## src/rtl/ap_ctrl_pkg.sv

```systemverilog
// State encodings and shared constants for the fetch-side control path.
// The program counter compares against ST_SENT_INS, so these values are fixed.
package ap_ctrl_pkg;

    typedef enum logic [3:0] {
        ST_START     = 4'd1,
        ST_LOAD_REQ  = 4'd2,
        ST_SENT_INS  = 4'd3,
        ST_LOAD_DATA = 4'd4
    } ins_cache_state_e;

    localparam int unsigned LOAD_TIMES_W   = 10;
    // One instruction occupies 8 bytes in DDR.
    localparam int unsigned INS_BYTES_LOG2 = 3;

endpackage

```

## src/rtl/instruction_cache_if.sv

```systemverilog
// DDR block-read port between the instruction cache (master) and the memory controller (slave).
interface instruction_cache_if #(
    parameter int unsigned ADDR_WIDTH_MEM = 16,
    parameter int unsigned ISA_WIDTH      = 64,
    parameter int unsigned DDR_ADDR_WIDTH = 28
);
    logic                      ddr_rd_req;
    logic [DDR_ADDR_WIDTH-1:0] ddr_rd_addr;
    logic [ADDR_WIDTH_MEM-1:0] ddr_rd_len;
    logic                      ddr_rd_ack;
    logic [ISA_WIDTH-1:0]      ddr_rd_data;
    logic                      ddr_rd_data_valid;

    modport master (
        output ddr_rd_req, ddr_rd_addr, ddr_rd_len,
        input  ddr_rd_ack, ddr_rd_data, ddr_rd_data_valid
    );

    modport slave (
        input  ddr_rd_req, ddr_rd_addr, ddr_rd_len,
        output ddr_rd_ack, ddr_rd_data, ddr_rd_data_valid
    );
endinterface

```

## src/rtl/instruction_cache_ins_ram.sv

```systemverilog
// Single-port instruction window store with registered read; the read register
// doubles as the cache's ins_out and holds its value when not read.
module ins_ram #(
    parameter int unsigned DEPTH = 64,
    parameter int unsigned WIDTH = 64
) (
    input  logic                     clk,
    input  logic                     rst,
    input  logic                     we,
    input  logic                     re,
    input  logic [$clog2(DEPTH)-1:0] addr,
    input  logic [WIDTH-1:0]         wdata,
    output logic [WIDTH-1:0]         rdata
);
    logic [WIDTH-1:0] mem [DEPTH];
    logic [WIDTH-1:0] rdata_q;

    always_ff @(posedge clk) begin
        if (we) begin
            mem[addr] <= wdata;
        end
    end

    always_ff @(posedge clk) begin
        if (rst) begin
            rdata_q <= '0;
        end else if (re) begin
            rdata_q <= mem[addr];
        end
    end

    assign rdata = rdata_q;

endmodule

```

## src/rtl/instruction_cache.sv

```systemverilog
// One-window instruction cache: refills an ISA_DEPTH-instruction window from DDR
// whenever addr_ins leaves it, and serves one instruction per cycle while hitting.
module instruction_cache
    import ap_ctrl_pkg::*;
#(
    parameter int unsigned               ADDR_WIDTH_MEM  = 16,
    parameter int unsigned               ISA_DEPTH       = 64,
    parameter int unsigned               TOTAL_ISA_DEPTH = 128,
    parameter int unsigned               ISA_WIDTH       = 64,
    parameter int unsigned               DDR_ADDR_WIDTH  = 28,
    parameter logic [DDR_ADDR_WIDTH-1:0] ISA_BASE_ADDR   = '0
) (
    input  logic                      clk,
    input  logic                      rst,
    input  logic [ADDR_WIDTH_MEM-1:0] addr_ins,
    output logic [ISA_WIDTH-1:0]      ins_out,
    output logic [ADDR_WIDTH_MEM-1:0] addr_ins_out,
    output logic                      ins_cache_rdy,
    output logic [3:0]                st_cur_ins_cache,
    output logic [LOAD_TIMES_W-1:0]   load_times,
    instruction_cache_if.master       ddr
);
    localparam int unsigned BEAT_W = $clog2(ISA_DEPTH);

    ins_cache_state_e          state_q, state_d;
    logic [LOAD_TIMES_W-1:0]   load_times_q, load_times_d;
    logic [LOAD_TIMES_W-1:0]   target_q, target_d;
    logic [BEAT_W-1:0]         beat_cnt_q, beat_cnt_d;
    logic                      req_q, req_d;
    logic [DDR_ADDR_WIDTH-1:0] rd_addr_q, rd_addr_d;
    logic                      rdy_q, rdy_d;
    logic [ADDR_WIDTH_MEM-1:0] addr_ins_out_q, addr_ins_out_d;

    logic [ADDR_WIDTH_MEM-1:0] win_idx;
    logic                      in_range, hit;
    logic                      ram_we, ram_re;
    logic [BEAT_W-1:0]         ram_addr;

    function automatic logic [DDR_ADDR_WIDTH-1:0] blk_addr(input logic [LOAD_TIMES_W-1:0] win);
        return ISA_BASE_ADDR + (DDR_ADDR_WIDTH'(win) << (BEAT_W + INS_BYTES_LOG2));
    endfunction

    assign win_idx  = addr_ins >> BEAT_W;
    assign in_range = 32'(addr_ins) < TOTAL_ISA_DEPTH;
    // load_times is window+1, so the loaded window is load_times-1.
    assign hit      = in_range && (win_idx == ADDR_WIDTH_MEM'(load_times_q) - ADDR_WIDTH_MEM'(1));

    always_comb begin
        state_d        = state_q;
        load_times_d   = load_times_q;
        target_d       = target_q;
        beat_cnt_d     = beat_cnt_q;
        req_d          = 1'b0;
        rd_addr_d      = rd_addr_q;
        rdy_d          = rdy_q;
        addr_ins_out_d = addr_ins_out_q;
        ram_we         = 1'b0;
        ram_re         = 1'b0;
        ram_addr       = addr_ins[BEAT_W-1:0];

        unique case (state_q)
            ST_START: begin
                target_d  = '0;
                req_d     = 1'b1;
                rd_addr_d = blk_addr('0);
                state_d   = ST_LOAD_REQ;
            end
            ST_LOAD_REQ: begin
                req_d = ~ddr.ddr_rd_ack;
                if (ddr.ddr_rd_ack) begin
                    state_d = ST_LOAD_DATA;
                end
            end
            ST_LOAD_DATA: begin
                if (ddr.ddr_rd_data_valid) begin
                    ram_we     = 1'b1;
                    ram_addr   = beat_cnt_q;
                    beat_cnt_d = beat_cnt_q + BEAT_W'(1);
                    if (beat_cnt_q == BEAT_W'(ISA_DEPTH - 1)) begin
                        beat_cnt_d   = '0;
                        load_times_d = target_q + LOAD_TIMES_W'(1);
                        state_d      = ST_SENT_INS;
                    end
                end
            end
            ST_SENT_INS: begin
                if (hit) begin
                    ram_re         = 1'b1;
                    addr_ins_out_d = addr_ins;
                    rdy_d          = 1'b1;
                end else if (in_range) begin
                    rdy_d     = 1'b0;
                    target_d  = LOAD_TIMES_W'(win_idx);
                    req_d     = 1'b1;
                    rd_addr_d = blk_addr(LOAD_TIMES_W'(win_idx));
                    state_d   = ST_LOAD_REQ;
                end else begin
                    // Jump-pending and other out-of-range indices park here without loading.
                    rdy_d = 1'b0;
                end
            end
            default: state_d = ST_START;
        endcase
    end

    always_ff @(posedge clk) begin
        if (rst) begin
            state_q        <= ST_START;
            load_times_q   <= '0;
            target_q       <= '0;
            beat_cnt_q     <= '0;
            req_q          <= 1'b0;
            rd_addr_q      <= '0;
            rdy_q          <= 1'b0;
            addr_ins_out_q <= '0;
        end else begin
            state_q        <= state_d;
            load_times_q   <= load_times_d;
            target_q       <= target_d;
            beat_cnt_q     <= beat_cnt_d;
            req_q          <= req_d;
            rd_addr_q      <= rd_addr_d;
            rdy_q          <= rdy_d;
            addr_ins_out_q <= addr_ins_out_d;
        end
    end

    ins_ram #(
        .DEPTH (ISA_DEPTH),
        .WIDTH (ISA_WIDTH)
    ) u_ins_ram (
        .clk   (clk),
        .rst   (rst),
        .we    (ram_we),
        .re    (ram_re),
        .addr  (ram_addr),
        .wdata (ddr.ddr_rd_data),
        .rdata (ins_out)
    );

    assign addr_ins_out     = addr_ins_out_q;
    assign ins_cache_rdy    = rdy_q;
    assign st_cur_ins_cache = state_q;
    assign load_times       = load_times_q;
    assign ddr.ddr_rd_req   = req_q;
    assign ddr.ddr_rd_addr  = rd_addr_q;
    assign ddr.ddr_rd_len   = ADDR_WIDTH_MEM'(ISA_DEPTH);

endmodule

```

## src/flat_wrapper.sv

```systemverilog
// flat-port wrapper written by rule: the top's interface ports become plain ports
module instruction_cache_flat import ap_ctrl_pkg::*;
#(
    parameter int unsigned               ADDR_WIDTH_MEM  = 16,
    parameter int unsigned               ISA_DEPTH       = 64,
    parameter int unsigned               TOTAL_ISA_DEPTH = 128,
    parameter int unsigned               ISA_WIDTH       = 64,
    parameter int unsigned               DDR_ADDR_WIDTH  = 28,
    parameter logic [DDR_ADDR_WIDTH-1:0] ISA_BASE_ADDR   = '0
)
  (clk, rst, addr_ins, ins_out, addr_ins_out, ins_cache_rdy, st_cur_ins_cache, load_times, ddr_ddr_rd_req, ddr_ddr_rd_addr, ddr_ddr_rd_len, ddr_ddr_rd_ack, ddr_ddr_rd_data, ddr_ddr_rd_data_valid);
  instruction_cache_if #(.ADDR_WIDTH_MEM(ADDR_WIDTH_MEM), .ISA_WIDTH(ISA_WIDTH), .DDR_ADDR_WIDTH(DDR_ADDR_WIDTH)) ddr_i ();
  input  logic clk;
  input  logic rst;
  input  logic [ADDR_WIDTH_MEM-1:0] addr_ins;
  output logic [ISA_WIDTH-1:0] ins_out;
  output logic [ADDR_WIDTH_MEM-1:0] addr_ins_out;
  output logic ins_cache_rdy;
  output logic [3:0] st_cur_ins_cache;
  output logic [LOAD_TIMES_W-1:0] load_times;
  output wire logic [$bits(ddr_i.ddr_rd_req)-1:0] ddr_ddr_rd_req;
  output wire logic [$bits(ddr_i.ddr_rd_addr)-1:0] ddr_ddr_rd_addr;
  output wire logic [$bits(ddr_i.ddr_rd_len)-1:0] ddr_ddr_rd_len;
  input wire logic [$bits(ddr_i.ddr_rd_ack)-1:0] ddr_ddr_rd_ack;
  input wire logic [$bits(ddr_i.ddr_rd_data)-1:0] ddr_ddr_rd_data;
  input wire logic [$bits(ddr_i.ddr_rd_data_valid)-1:0] ddr_ddr_rd_data_valid;
  assign ddr_ddr_rd_req = ddr_i.ddr_rd_req;
  assign ddr_ddr_rd_addr = ddr_i.ddr_rd_addr;
  assign ddr_ddr_rd_len = ddr_i.ddr_rd_len;
  assign ddr_i.ddr_rd_ack = ddr_ddr_rd_ack;
  assign ddr_i.ddr_rd_data = ddr_ddr_rd_data;
  assign ddr_i.ddr_rd_data_valid = ddr_ddr_rd_data_valid;
  instruction_cache #(.ADDR_WIDTH_MEM(ADDR_WIDTH_MEM), .ISA_DEPTH(ISA_DEPTH), .TOTAL_ISA_DEPTH(TOTAL_ISA_DEPTH), .ISA_WIDTH(ISA_WIDTH), .DDR_ADDR_WIDTH(DDR_ADDR_WIDTH), .ISA_BASE_ADDR(ISA_BASE_ADDR)) u_core (.clk(clk), .rst(rst), .addr_ins(addr_ins), .ins_out(ins_out), .addr_ins_out(addr_ins_out), .ins_cache_rdy(ins_cache_rdy), .st_cur_ins_cache(st_cur_ins_cache), .load_times(load_times), .ddr(ddr_i));
endmodule
```

## config.mk

```make
export PLATFORM = sky130hd
export DESIGN_NAME = instruction_cache_flat
export DESIGN_NICKNAME = d
export VERILOG_FILES = /design/src/rtl/ap_ctrl_pkg.sv /design/src/rtl/instruction_cache_if.sv /design/src/rtl/instruction_cache_ins_ram.sv /design/src/rtl/instruction_cache.sv /design/src/flat_wrapper.sv
export SDC_FILE = /design/constraint.sdc
export NUM_CORES = 2
export LEC_CHECK = 0
export CAP_MARGIN = 20
export CELL_PAD_IN_SITES_DETAIL_PLACEMENT = 1
export CELL_PAD_IN_SITES_GLOBAL_PLACEMENT = 1
export CORE_UTILIZATION = 49
export CTS_CLUSTER_DIAMETER = 120
export DETAILED_ROUTE_END_ITERATION = 16
export PLACE_DENSITY_LB_ADDON = 0.2
export SLEW_MARGIN = 40
export SYNTH_ARGS = -nofsm -noshare
export SYNTH_HDL_FRONTEND = slang
export SYNTH_SLANG_ARGS = --single-unit
```

## constraint.sdc

```tcl
create_clock -name clk -period 6.85 [get_ports clk]
set_input_delay 0.685 -clock clk [delete_from_list [all_inputs] [get_ports clk]]
set_output_delay 0.685 -clock clk [all_outputs]
set_load 0.01 [all_outputs]
```

Word level (Yosys, flattened, before mapping)
Memory sizes are Yosys's and may differ from the RTL's. A register that Yosys moved wholly into a read port is not among the register bits.
Cells that the tools add are included.
{"block": "totals", "inputBits": 84, "word_cells": 56, "ram_bits": 4096, "mem_count": 1, "reg_bits": 76}
{"block": "classes", "order_cmp": 1, "n_eq_ne": 11, "n_bitwise": 1, "mux": 24, "reduce_logical": 7, "add_sub_neg": 3}
{"name": "u_core.u_ins_ram.mem", "depth": 64, "word_bits": 64, "rd": 1, "rd_clocked_by_memory_dff": 1, "wr": 1, "line": "instruction_cache_ins_ram.sv:15", "rtl": "logic [WIDTH-1:0] mem [DEPTH];"}
{"operator": "$mux W28", "n": 2}
{"operator": "$pmux W28 S2", "n": 1}
{"operator": "$mux W10", "n": 2}
{"operator": "$mux W4", "n": 5}
{"operator": "$pmux W10 S2", "n": 1}
{"operator": "$mux W6", "n": 3}
{"operator": "$eq A10 B16 Y1", "n": 1}
{"operator": "$lt A16 B8 Y1 const B", "n": 1}
{"operator": "$pmux W4 S4", "n": 1}
{"operator": "$sub A10 B1 Y11 const B", "n": 1}
{"operator": "$add A10 B1 Y10 const B", "n": 1}
{"operator": "$eq A4 B2 Y1 const B", "n": 2}
{"operator": "$mux W1", "n": 8}
{"operator": "$add A6 B1 Y6 const B", "n": 1}
{"operator": "$eq A6 B6 Y1 const B", "n": 1}
{"operator": "$ne A2 B2 Y1 const B", "n": 3}
{"operator": "$reduce_and A3 Y1", "n": 2}
{"operator": "$reduce_and A5 Y1", "n": 1}
{"operator": "$eq A4 B1 Y1 const B", "n": 1}
{"operator": "$eq A4 B3 Y1 const B", "n": 1}
{"operator": "$ne A2 B1 Y1 const B", "n": 2}
{"operator": "$reduce_and A2 Y1", "n": 2}
{"operator": "$pmux W1 S3", "n": 1}
{"operator": "$reduce_bool A2 Y1", "n": 1}
{"operator": "other kinds (2)", "n": 2}

Longest topological paths before layout
{"block": "logic_depth", "word_depth": 5, "mapped_depth": 15, "ltp_nobuf": 10}

Modules after synthesis
From an unflattened synthesis, not the netlist that was laid out.
{"block": "unflattened", "hier_cells": 8845, "area_unflattened_um2": 161951.6}
{"mod": "ins_ram", "n_inst": 1, "cells_per_inst": 8542, "area_each_um2": 159447.9, "seq_area_each_um2": 124279.2}
{"mod": "instruction_cache", "n_inst": 1, "cells_per_inst": 303, "area_each_um2": 2503.7, "seq_area_each_um2": 940.9}

Worst setup path after synthesis
No wires, ideal clock.
{"block": "synth_timing", "kind": "in2reg", "start": "input port ddr_ddr_rd_data_valid", "end": "memory u_core.u_ins_ram.mem[32][0], enable pin", "stages": 8, "path_slack_ns": -0.406, "arrival_ns": 6.691, "setup_time_ns": 0.565, "required_ns": 6.285, "n_path_buf": 5, "path_cell_list": "nor4bb_1 -> buf_2 -> buf_2 -> buf_2 -> buf_1 -> buf_1 -> nand2_1 -> nor3_1"}
{"block": "synth_between", "elab_chain_len": 4, "word_cells_on_any_way": 6, "classes_between": "mux (6)"}
{"item": "from (decl)", "line": "flat_wrapper.sv:26", "rtl": "input wire logic [$bits(ddr_i.ddr_rd_data_valid)-1:0] ddr_ddr_rd_data_valid;"}
{"item": "$mux W1", "line": "instruction_cache.sv:75", "rtl": "if (ddr.ddr_rd_data_valid) begin"}
{"item": "$mux W1", "line": "instruction_cache.sv:61", "rtl": "unique case (state_q)"}
{"item": "$mux W1", "line": "instruction_cache_ins_ram.sv:19", "rtl": "if (we) begin"}
{"item": "$mux W1 (not written as such)", "line": "instruction_cache_ins_ram.sv:20", "rtl": "mem[addr] <= wdata;"}
{"item": "to (decl)", "line": "instruction_cache_ins_ram.sv:15"}
Several ways; a longest one is shown, not always the timed one.

Final worst setup path
{"block": "layout_timing", "start": "register u_core.state_q[0], in the netlist u_core.st_cur_ins_cache[0]", "end": "register u_core.u_ins_ram.rdata_q[59], in the netlist u_core.u_ins_ram.rdata[59] (read register of u_core.u_ins_ram.mem)"}
{"block": "layout_between", "elab_chain_len": 2, "word_cells_on_any_way": 4, "classes_between": "eq/ne (2); mux (2)"}
{"item": "from (decl)", "line": "instruction_cache.sv:25", "rtl": "ins_cache_state_e state_q, state_d;"}
{"item": "from (signal assigned)", "line": "instruction_cache.sv:117", "rtl": "state_q <= state_d;"}
{"item": "$eq A4 B3 Y1 or $eq A4 B2 Y1 (tied branches)", "line": "instruction_cache.sv:61"}
{"item": "$mux W6 or $mux W1 (tied branches)", "line": "instruction_cache.sv:61"}
{"item": "to (decl)", "line": "instruction_cache_ins_ram.sv:16", "rtl": "logic [WIDTH-1:0] rdata_q;"}
Several ways; a longest one is shown, not always the timed one.
A chain may end at the register's enable or synchronous reset.

==> impl_metrics.py <==
metrics = {
    "run_status": {
        "status": "completed",
    },
    "layout": {
        "area_growth_pct": 15.4,
        "fin_util_pct": 57.0,
        "drive_above_1_share_pct": 13.5,
        "final_nets": 8793,
    },
    "setup_path": {
        "crit_slowest_cell": "mux2_8",
        "max_stage_delay_ps": 720,
        "cp-end-kind": "flip-flop",
        "cp_common_cell": "buf_4",
        "crit_chain": "nand4bb_4, buf_4, mux2_8, buf_12, a22o_1, a221oi_1, a31oi_1, or4_1, a2111oi_0, buf_4, a211oi_1",
        "path_max_fanout": 72,
        "worstSetupStartpointType": "flip-flop",
        "reg2reg_depth": 11,
        "critPathRequiredTime_ps": 7680,
        "cp.arrival_ps": 5670,
        "critical_path_class": "flip-flop to flip-flop",
    },
    "grt": {
        "grt_overflow": 0,
        "antenna_found_initial": 39,
        "grt_pass1_vias": 95600,
        "grt_pass1_wl_um": 796000,
        "grt_usage_pct": 36.9,
        "grt_max_degree": 114,
    },
    "cts": {
        "path_clk_slew_ps": 60,
        "cts_tree": "yes",
        "insertion_delay_ps": 1010,
        "cts_root_buf": "clkbuf_16",
        "cts_sinks": 4207,
        "clock_path_buffers": 4,
        "cts-resized-gates": 0,
        "cts_buffers": 426,
        "cts_setup_buffers": 0,
        "htreeDepth": 5,
        "holdBufCountCts": 0,
    },
    "timing": {
        "rsz0062_at_grt": "no",
        "relSlewSlack_pct": 35.6,
        "slew_viol_final": 0,
        "fin_crit_sh_pct": 70.7,
        "hold_viol_final": 0,
        "worst_slew_pin_slew_ps": 966,
        "fin_skew_ps": 55.8,
        "fin_setup_tns_ps": 0,
        "finalCriticalPeriod_ps": 4850,
        "layout_setup_ws_ps": 2000,
        "final-setup-viol-count": 0,
        "timing.fmax_mhz": 206,
    },
    "routing": {
        "routed_via_density": 7.33,
        "drtPass1Iterations": 7,
        "dr_total_vias": 96800,
        "drt_iter0_drc": 19500,
        "drc": 0,
        "drt-total-wl_um": 591000,
        "wire_per_inst_um": 44.7,
        "ant_nets": 0,
    },
    "synthesis": {
        "synth_top_family_by_area": "compound AO/OA/AOI/OAI gates",
        "synth_area_leaders": "edfxtp_1 81%, a22oi_1 4.0%, a222oi_1 2.5%, a221oi_1 1.5%, dfxtp_1 1.5%",
        "yosys.area_share.adder_pct": 0.0246,
        "synth.mux.area_fraction_pct": 0.624,
        "ys_ff_latch": 4207,
        "yosys-top-cells-count": "4096 x edfxtp_1, 812 x a22oi_1, 375 x a222oi_1, 353 x a31oi_1, 338 x nand2_1",
        "synth-edff-count": 4096,
        "netlist_instances": 8300,
        "yosys.area_share.xor_xnor_pct": 0.115,
        "ys_warn_count": 0,
        "synth_simple_gate_area_share_pct": 2.17,
        "synth.top_cell.area_share_pct": 80.6,
        "ys_async_sr_fraction_pct": 0,
        "yosys.cell_types.count": 71,
        "synthesis.area_sq_um": 153000,
        "synth.avg_cell_area_sq_um": 18.4,
        "post-synth-top-count-cell": "edfxtp_1",
        "synth_flop_cell": "edfxtp_1",
        "synth_compound_area_share_pct": 13.2,
        "ys_seq_area_share_pct": 82.0,
        "yosys.area.top_type": "edfxtp_1",
    },
    "run": {
        "drv_cap": 0,
    },
    "place": {
        "place.detailed.hpwl_um": 311000,
        "io_buffers": 188,
        "routabilityCongestion": 0.842,
        "pre_cts_slack_ps": 1490,
    },
    "power": {
        "total_power_mw": 53.6,
        "p_leak_nw": 54.3,
        "ir_drop_mv": 0.266,
        "p_per_area_nw_per_um2": 304,
    },
    "floorplanning": {
        "initial_utilization_pct": 49.4,
        "die_area_sq_um": 314000,
        "fp.dieH_um": 560,
        "num_io_pins": 224,
        "rows": 204,
        "die_x_um": 560,
        "core-area_sq_um": 309000,
    },
    "min_path": {
        "hold_class": "primary input to flip-flop",
        "hold_depth": 3,
    },
}
[logic make-up (layout without fill, tap and decap cells)]
logic type      count (synthesis)  in the layout
compound gates               2614           2614
xor+xnor                       20             20
fa+ha+maj                       3              3
buf+inv                       632           1379
flops                        4207           4207
mux                            90             90
other cells                     2             53
simple gates                  732            732
[cell usage in the layout, fill, tap and decap left out, types with 31 or more instances in the layout]
cell	n
nor2_4	62
clkdlybuf4s50_1	123
a22oi_1	812
buf_6	31
a221oi_1	270
clkinv_1	69
clkbuf_8	46
o21ai_0	144
a31oi_1	350
nor3_1	34
nand3_1	54
clkinv_2	79
nor4_1	34
mux2i_1	45
buf_12	88
dfxtp_1	110
a222oi_1	375
a2111oi_0	73
clkbuf_1	104
edfxtp_1	4096
conb_1	35
buf_4	284
nor2_1	94
clkbuf_16	434
a22o_1	205
a21oi_1	229
nand2_1	336
[per-layer routing]
layer  up-vias  share of wire (%)  track usage [%]  wire [um]
met4        26                6.0             19.6      35700
met5         -              0.030                0        176
met2      8313                 45             56.8     267000
li1      36200                  -                -          -
met3      1650                 13             8.32      77800
met1     50700                 36             49.2     210000
[state kept, by name, indices dropped and copies added (netlist names)]
name / cells
u_core.ddr.ddr_rd_req: 1
u_core.st_cur_ins_cache: 3
u_core.u_ins_ram.mem: 4096
u_core.u_ins_ram.rdata: 64
u_core.ins_cache_rdy: 1
u_core.load_times: 10
u_core.addr_ins_out: 16
u_core.ddr.ddr_rd_addr: 10
u_core.beat_cnt_q: 6
[critical path, delay by kind of cell, from the launching register on]
family	cells	cell delay [ps]
AOI/OAI and AO/OA	5	1170
buffers and inverters	3	990
DFF	1	710
muxes	1	720
and+or+nand+nor	2	940
[per-stage QoR]
step	hold slack (ps)	area, sq um	instances
floorplan	476	153000	8333
global placement	444	161000	12400
detailed placement	447	162000	12400
CTS	167	176000	13200
global route	210	176000	13200
finish	195	176000	13200
[worst paths after layout]
path                              startpoint                          to  slack, ps
setup / recovery  u_core.st_cur_ins_cache[0]  u_core.u_ins_ram.rdata[59]       2000
hold / removal                   addr_ins[0]      u_core.addr_ins_out[0]        200
setup reg to reg  u_core.st_cur_ins_cache[0]  u_core.u_ins_ram.rdata[59]       2000
hold reg to reg       u_core.addr_ins_out[6]      u_core.addr_ins_out[6]        460
[report_power, final]
group          total (mW)  internal, mW  switching, mW
Combinational        2.13         0.543           1.59
Clock                23.3          13.1           10.2
Sequential           28.2          28.2        0.00904
Total                53.6          41.9           11.8
[final cells by class]
cell class / instances / area (sq um)
repair buffers: 565 / 6220
diodes: 18 / 45.0
well taps: 4120 / 5150
clock buffers: 586 / 11900
flip-flops and latches: 4207 / 125000
clock inverters: 216 / 2020
multi-input cells: 3494 / 25700
inverters: 12 / 50.0
fillers: 26900 / 133000
Power figures use the tool's default switching activity.
